[src/rtl/counter.sv]
// counter: free-running modulo counter with a parameterised step and reset value.
// The sum is 8 bits wide, so any q + STEP below 2*MODULUS wraps with a single subtract.
module counter #(
   parameter int MODULUS     = 128,
   parameter int STEP        = 1,
   parameter int RESET_VALUE = 0
) (
   input  logic       clk,
   input  logic       reset,
   output logic [6:0] q
);
   localparam logic [7:0] MOD     = 8'(MODULUS);
   localparam logic [7:0] STP     = 8'(STEP);
   localparam logic [6:0] RST_VAL = 7'(RESET_VALUE);
   logic [6:0] q_q, q_d;
   logic [7:0] sum;
   always_comb begin
      sum = {1'b0, q_q} + STP;
      q_d = sum >= MOD ? 7'(sum - MOD) : sum[6:0];
   end
   always_ff @(posedge clk or posedge reset)
      if (reset) q_q <= RST_VAL;
      else       q_q <= q_d;
   assign q = q_q;
endmodule

[config.mk]
export PLATFORM = sky130hd
export DESIGN_NAME = counter
export DESIGN_NICKNAME = d
export VERILOG_FILES = /design/src/rtl/counter.sv
export SDC_FILE = /design/constraint.sdc
export NUM_CORES = 1
export LEC_CHECK = 0
export CAP_MARGIN = 20
export CORE_AREA = 3 3 40 42
export DETAILED_ROUTE_END_ITERATION = 8
export DIE_AREA = 0 0 43 45
export DONT_BUFFER_PORTS = 1
export PLACE_DENSITY = 0.33
export REMOVE_ABC_BUFFERS = 1
export SLEW_MARGIN = 15
export SYNTH_ARGS = -nofsm -noshare
export SYNTH_HDL_FRONTEND = slang
export SYNTH_SLANG_ARGS = --single-unit
export TNS_END_PERCENT = 20
[constraint.sdc]
create_clock -name clk -period 1.2 [get_ports clk]
set_clock_uncertainty 0.2 [all_clocks]
set_input_delay 0.24 -clock clk [delete_from_list [all_inputs] [get_ports clk]]
set_output_delay 0.24 -clock clk [all_outputs]
set_load 0.05 [all_outputs]
==> key figures, run 1 <==
Run status
  – Outcome: complete, but fails checks
  – Failing checks: negative setup slack

Synthesis
  – Mapped Cells: 20
  – Post-synth top area cell: dfrtp_1
  – Top post-synthesis cells by count: 7 x dfrtp_1, 3 x xnor2_1, 2 x inv_1, 2 x nand3_1, 2 x xor2_1
  – Synthesized flop and latch total: 7
  – Synth area leaders: dfrtp_1 63%, xnor2_1 9.5%, xor2_1 6.3%, ha_1 4.5%, and3_4 4.1%
  – Most frequent cell after synthesis: dfrtp_1
  – Post-synth EDFFs: 0
  – Area fraction of the dominant cell type after synthesis: 0.633
  – Asr flop ratio synth: 1.00
  – Post-Syn Area per Cell: 13.8 µm²
  – Synth warn: 0
  – Main synth FF type: dfrtp_1
  – Synth cell types: 9
  – Cell Area, Synth: 277 µm²
  – Seq/Total Area, Yosys: 0.633

Setup path
  – Critical path arrival: 0.90 ns
  – RR Endpoint: q[5]$_DFF_PP0_
  – Critical path launch point: q[1]$_DFF_PP0_
  – Startpoint Class: flop
  – Req. time, crit path: 0.76 ns
  – Crit Path Category: flop to output port
  – R2R Setup Slk: -0.09 ns
  – R2R depth: 5
  – Critical Path Sink Type: output port
  – CP endpoint: q[1]
  – Reg2reg start: q[1]$_DFF_PP0_
  – Highest net fanout along the worst path: 2

Final layout
  – Fillers: 130
  – Layout area overhead: 73.8%
  – Finished Core Util: 0.374
  – Antenna cells: 0
  – Largest register FFs: 7
  – Nets: 43
  – Share of cells above drive strength 1: 0.513
  – Design Area, Final: 480 µm²
  – Layout Cells excl Fill: 54

STA
  – RSZ-0062 raised after global routing: true
  – # setup viols final: 10
  – Setup ws final: -0.141 ns
  – TNS Setup: -0.730 ns
  – Slew of the pin with the lowest slew margin: 0.262 ns
  – Final period util: 1.12
  – Final hold vios: 0
  – Max Fclk: 746 MHz
  – Tmin final: 1.34 ns
  – Max Transition Viols Final: 0
  – Rel. slew slack: 0.825

Detailed routing
  – WL per Instance: 10.7 µm
  – Final antenna-violating net count: 0
  – Pre-Repair DR Iteration Count: 4
  – DRC: 0
  – Vias: 230
  – Number of DRC markers in iteration 0: 6
  – Total Wirelength: 579 µm
  – Via/cell ratio: 4.26

CTS
  – Number of H-tree levels: 1
  – Clock Pin Slew Worst Setup and Hold Paths: 0.05 ns
  – TritonCTS Buffers: 3
  – TritonCTS sink count: 7
  – CTS tree: built
  – Worst-Skew Late Latency: 0.25 ns
  – Clock root cell: clkbuf_4
  – Longest Clk Path Bufs: 2

Place
  – DP Area: 383 µm²
  – Buffers on Ports: 0
  – GP Congestion: 0.709
  – DP HPWL: 409 µm
  – Pre-CTS setup slack: -0.0836 ns
  – Cell count after placement: 45

Die
  – Die Ht: 45 µm
  – Initial Util: 0.215
  – Die ar.: 1940 µm²
  – Num ports: 9
  – Die Wd: 43 µm
  – Num rows: 13
  – CORE AREA: 1280 µm²

Run
  – Max-cap viol count: 0

Pwr
  – Max IR drop VDD: 375 µV
  – Pwr/cell area: 945 nW/µm²
  – Static Leak: 0.239 nW

Global routing
  – Largest net degree at the start of global routing: 8
  – First-pass GRT wire length: 1.06 mm
  – GRT overflow: 0
  – Vias in the first global route: 249
  – Initial antenna violation count: 0
  – GRT Util Overall: 0.0798

Min path
  – Hold crit path type: primary input to asynchronous set/reset pin
==> per-stage QoR <==
step,total power [mW],hold slack [ns]
6_report,0.454,0.160
5_1_grt,0.479,0.182
4_1_cts,0.466,0.173
3_5_place_dp,0.246,-0.119
3_3_place_gp,0.245,-0.123
2_1_floorplan,0.244,-0.157
==> report_power, final <==
| part | internal, mW | total, mW | leakage (nW) | switching [mW] |
|---|---|---|---|---|
| sequential | 0.236 | 0.236 | 0.0830 | 0 |
| combinational | 0.00239 | 0.00706 | 0.141 | 0.00467 |
| clock | 0.127 | 0.210 | 0.0150 | 0.0837 |
| total | 0.365 | 0.454 | 0.239 | 0.0884 |
==> worst min path at each step <==
stage / startpoint / end / slack (ns) / depth (start not counted)
after detailed placement: reset / q[1]$_DFF_PP0_ / -0.12 / 1
final: reset / q[1]$_DFF_PP0_ / 0.16 / 2
after floorplan: reset / q[0]$_DFF_PP0_ / -0.16 / 1
after global routing: reset / q[1]$_DFF_PP0_ / 0.18 / 2
after CTS: reset / q[6]$_DFF_PP0_ / 0.17 / 2
after global placement: reset / q[4]$_DFF_PP0_ / -0.12 / 1
==> layout make-up <==
cell class                      instances  area, µm²  share of cell area
Multi-Input combinational cell         11       93.8               0.195
Tap cell                               15       18.8              0.0391
Inverter                                2       7.51              0.0156
Sequential cell                         7        176               0.367
Timing Repair Buffer                   15        158               0.328
Clock buffer                            4       26.3              0.0547
==> worst max-delay path: stages (launching register included) <==
cell     delay, ns
dfrtp_1       0.39
buf_6         0.13
buf_8         0.14
==> kinds of logic after synthesis <==
kind of cell             after synthesis  synth area share
flip-flops                             7             0.633
XOR/XNOR                               5             0.158
AND/OR/NAND/NOR                        5             0.136
buffers and inverters                  2            0.0272
adder cells (fa/ha/maj)                1            0.0452
==> metal layers <==
metal	up-vias	share of wire	GRT usage	routed length, µm
met5	-	0	0	0
met2	13	0.46	0.117	265
met4	0	0.0069	0.0542	4
li1	105	-	-	-
met1	110	0.46	0.0938	265
met3	2	0.076	0.0359	44
==> cells in the final DEF, fill, tap and decap left out <==
cell type	Yosys	routed
dlygate4sd3_1	0	1
dfrtp_1	7	6
nand3_1	2	2
clkbuf_1	0	1
nand3_2	1	1
buf_12	0	1
xnor2_1	3	3
ha_1	1	1
buf_6	0	6
xor2_1	2	2
and3_4	1	1
buf_8	0	1
inv_1	2	2
and3_1	1	1
buf_4	0	6
clkbuf_4	0	3
dfrtp_2	0	1
==> repair_timing <==
| item | CTS | global route |
|---|---|---|
| setup endpoints to repair | 10 | 12 |
| setup buffers | 3 | 1 |
| hold buffers | 1 | 0 |
| gates resized for setup | 8 | 1 |
| pin swaps | 0 | 1 |
| endpoints found under the hold margin | 7 | 0 |
Note: power is estimated with default switching activity, not from simulation.
==> run 2, diff against run 1 <==
--- a/config.mk
+++ b/config.mk
@@ -7,3 +7,4 @@
 export LEC_CHECK = 0
-export CAP_MARGIN = 20
+export ABC_CLOCK_PERIOD_IN_PS = 1200
+export CAP_MARGIN = 0
 export CORE_AREA = 3 3 40 42
--- a/constraint.sdc
+++ b/constraint.sdc
@@ -4,2 +4,2 @@
 set_output_delay 0.24 -clock clk [all_outputs]
-set_load 0.05 [all_outputs]
+set_load 0.02 [all_outputs]
==> run 2 against run 1 <==
  * Clock power is 3% higher
  * Sequential cell count unchanged
  * Utilization decreased by 3.0 points
  * The flow still finishes with violations (negative setup slack)
  * Die area unchanged
  * Maximum frequency is 6.8% higher
==> key figures, run 2 (synthesis results as in run 1) <==
Run status
  – Outcome: complete, but fails checks (unchanged)
  – Failing checks: negative setup slack (unchanged)

Place
  – Buffers on Ports: 0 (unchanged)
  – GP Congestion: 0.655 (was 0.709)
  – Cell count after placement: 43 (was 45)
  – DP Area: 355 µm² (was 383 µm²)

Detailed routing
  – Total Wirelength: 614 µm (was 579 µm)
  – Pre-Repair DR Iteration Count: 1 (was 4)
  – Number of DRC markers in iteration 0: 0 (was 6)
  – WL per Instance: 12.3 µm (was 10.7 µm)
  – Vias: 200 (was 230)
  – DRC: 0 (unchanged)
  – Via/cell ratio: 4.00 (was 4.26)
  – Final antenna-violating net count: 0 (unchanged)

Die
  – Die Wd: 43 µm (unchanged)
  – CORE AREA: 1280 µm² (unchanged)
  – Die Ht: 45 µm (unchanged)
  – Num ports: 9 (unchanged)
  – Die ar.: 1940 µm² (unchanged)
  – Num rows: 13 (unchanged)
  – Initial Util: 0.215 (unchanged)

STA
  – Max Transition Viols Final: 0 (unchanged)
  – # setup viols final: 7 (was 10)
  – Final period util: 1.05 (was 1.12)
  – Rel. slew slack: 0.815 (was 0.825)
  – Final hold vios: 0 (unchanged)
  – Max Fclk: 797 MHz (was 746 MHz)
  – Setup ws final: -0.0554 ns (was -0.141 ns)
  – Tmin final: 1.26 ns (was 1.34 ns)
  – TNS Setup: -0.211 ns (was -0.730 ns)
  – Slew of the pin with the lowest slew margin: 0.277 ns (was 0.262 ns)
  – RSZ-0062 raised after global routing: true (unchanged)

Setup path
  – Critical Path Sink Type: flop (was output port)
  – Highest net fanout along the worst path: 2 (unchanged)
  – RR Endpoint: q[6]$_DFF_PP0_ (was q[5]$_DFF_PP0_)
  – R2R Setup Slk: -0.06 ns (was -0.09 ns)
  – Reg2reg start: q[1]$_DFF_PP0_ (unchanged)
  – R2R depth: 4 (was 5)
  – Crit Path Category: flop to flop (was flop to output port)
  – Critical path arrival: 1.19 ns (was 0.90 ns)
  – Startpoint Class: flop (unchanged)
  – Req. time, crit path: 1.13 ns (was 0.76 ns)

CTS
  – Clock Pin Slew Worst Setup and Hold Paths: 0.05 ns (about the same)
  – Longest Clk Path Bufs: 2 (unchanged)
  – Worst-Skew Late Latency: 0.25 ns (about the same)
  – Clock root cell: clkbuf_4 (unchanged)
  – Number of H-tree levels: 1 (unchanged)
  – TritonCTS Buffers: 3 (unchanged)
  – TritonCTS sink count: 7 (unchanged)
  – CTS tree: built (unchanged)

Pwr
  – Switching power: 0.0942 mW (was 0.0884 mW)
  – Static Leak: 0.208 nW (was 0.239 nW)
  – Cell Int Power: 0.366 mW (was 0.365 mW)
  – Pwr/cell area: 1040 nW/µm² (was 945 nW/µm²)
  – Max IR drop VDD: 418 µV (was 375 µV)
  – Comb pwr share: 0.016 (about the same)
  – Sequential share of power: 0.514 (was 0.521)
  – Switching share of power: 0.205 (was 0.195)
  – Power share of the clock group: 0.470 (was 0.464)

Final layout
  – Finished Core Util: 0.344 (was 0.374)
  – Nets: 39 (was 43)
  – Fillers: 132 (was 130)
  – Layout Cells excl Fill: 50 (was 54)
  – Largest register FFs: 7 (unchanged)
  – Design Area, Final: 442 µm² (was 480 µm²)
  – Most frequent cells in the layout: 7 x dfrtp_1, 6 x buf_6, 4 x buf_4 (was 6 x buf_4, 6 x buf_6, 6 x dfrtp_1)
  – Share of cells above drive strength 1: 0.514 (was 0.513)
  – Commonest non-fill, non-tap cell in the layout: dfrtp_1
  – Layout area overhead: 59.7% (was 73.8%)
  – Antenna cells: 0 (unchanged)

Global routing
  – Largest net degree at the start of global routing: 8 (unchanged)
  – Vias in the first global route: 229 (was 249)
  – Initial antenna violation count: 0 (unchanged)
  – GRT overflow: 0 (unchanged)
  – GRT Util Overall: 0.0805 (was 0.0798)
  – First-pass GRT wire length: 1.01 mm (was 1.06 mm)

Run
  – Max-cap viol count: 0 (unchanged)

Min path
  – Hold crit path type: primary input to asynchronous set/reset pin (unchanged)
run 2: repair_timing:
| item | CTS | global route |
|---|---|---|
| endpoints found under the setup margin | 9 | 10 |
| resized for setup | 7 | 2 |
| hold endpoints to repair | 7 | 0 |
| cloned | 0 | 0 |
| hold buffers | 1 | 0 |
| pin swaps | 4 | 4 |
| buffers inserted | 2 | 0 |
run 2: worst max-delay path by stage:
stage	startpoint	to	slack, ns	cells past startpoint
after floorplan	q[0]$_DFF_PP0_	q[6]$_DFF_PP0_	-0.21	4
after detailed placement	q[1]$_DFF_PP0_	q[6]$_DFF_PP0_	-0.03	4
after CTS	q[4]$_DFF_PP0_	q[4]	-0.05	1
after global placement	q[0]$_DFF_PP0_	q[6]$_DFF_PP0_	-0.02	4
final	q[1]$_DFF_PP0_	q[6]$_DFF_PP0_	-0.06	4
after global routing	q[1]$_DFF_PP0_	q[6]$_DFF_PP0_	-0.11	4
run 2: final cells by class:
class                   instances  area (µm²)  area share
flip-flops and latches          7         175       0.397
clock buffers                   4        26.3      0.0595
inverters                       2        7.51      0.0170
repair buffers                 11         108       0.244
well taps                      15        18.8      0.0425
multi-input cells              11         106       0.241
run 2: power groups by stage:
stage | registers (mW) | logic, mW | clock network, mW
2_1_floorplan | 0.240 | 0.00372 | 0
3_3_place_gp | 0.240 | 0.00510 | 0
3_5_place_dp | 0.240 | 0.00522 | 0
4_1_cts | 0.236 | 0.00788 | 0.236
5_1_grt | 0.236 | 0.00878 | 0.242
6_report | 0.236 | 0.00740 | 0.216
run 2: stage by stage:
step / setup slack, ns / power (mW) / hold WS (ns)
floorplan: -0.214 / 0.244 / -0.157
global placement: -0.0206 / 0.245 / -0.121
detailed placement: -0.0314 / 0.246 / -0.118
CTS: -0.0522 / 0.479 / 0.165
global route: -0.114 / 0.487 / 0.194
finish: -0.0554 / 0.460 / 0.167
run 2: layer usage:
metal,track usage,up-vias,routed length [µm]
met5,0,-,0
met4,0.108,0,36
met3,0.0398,5,68
met2,0.114,10,257
met1,0.0739,90,251
li1,-,95,-
run 2: critical path: stages, from the launching register on:
cell and delay, ns:
dfrtp_1 0.37, ha_2 0.19, and3_4 0.19, nand3_2 0.06, xnor2_1 0.12
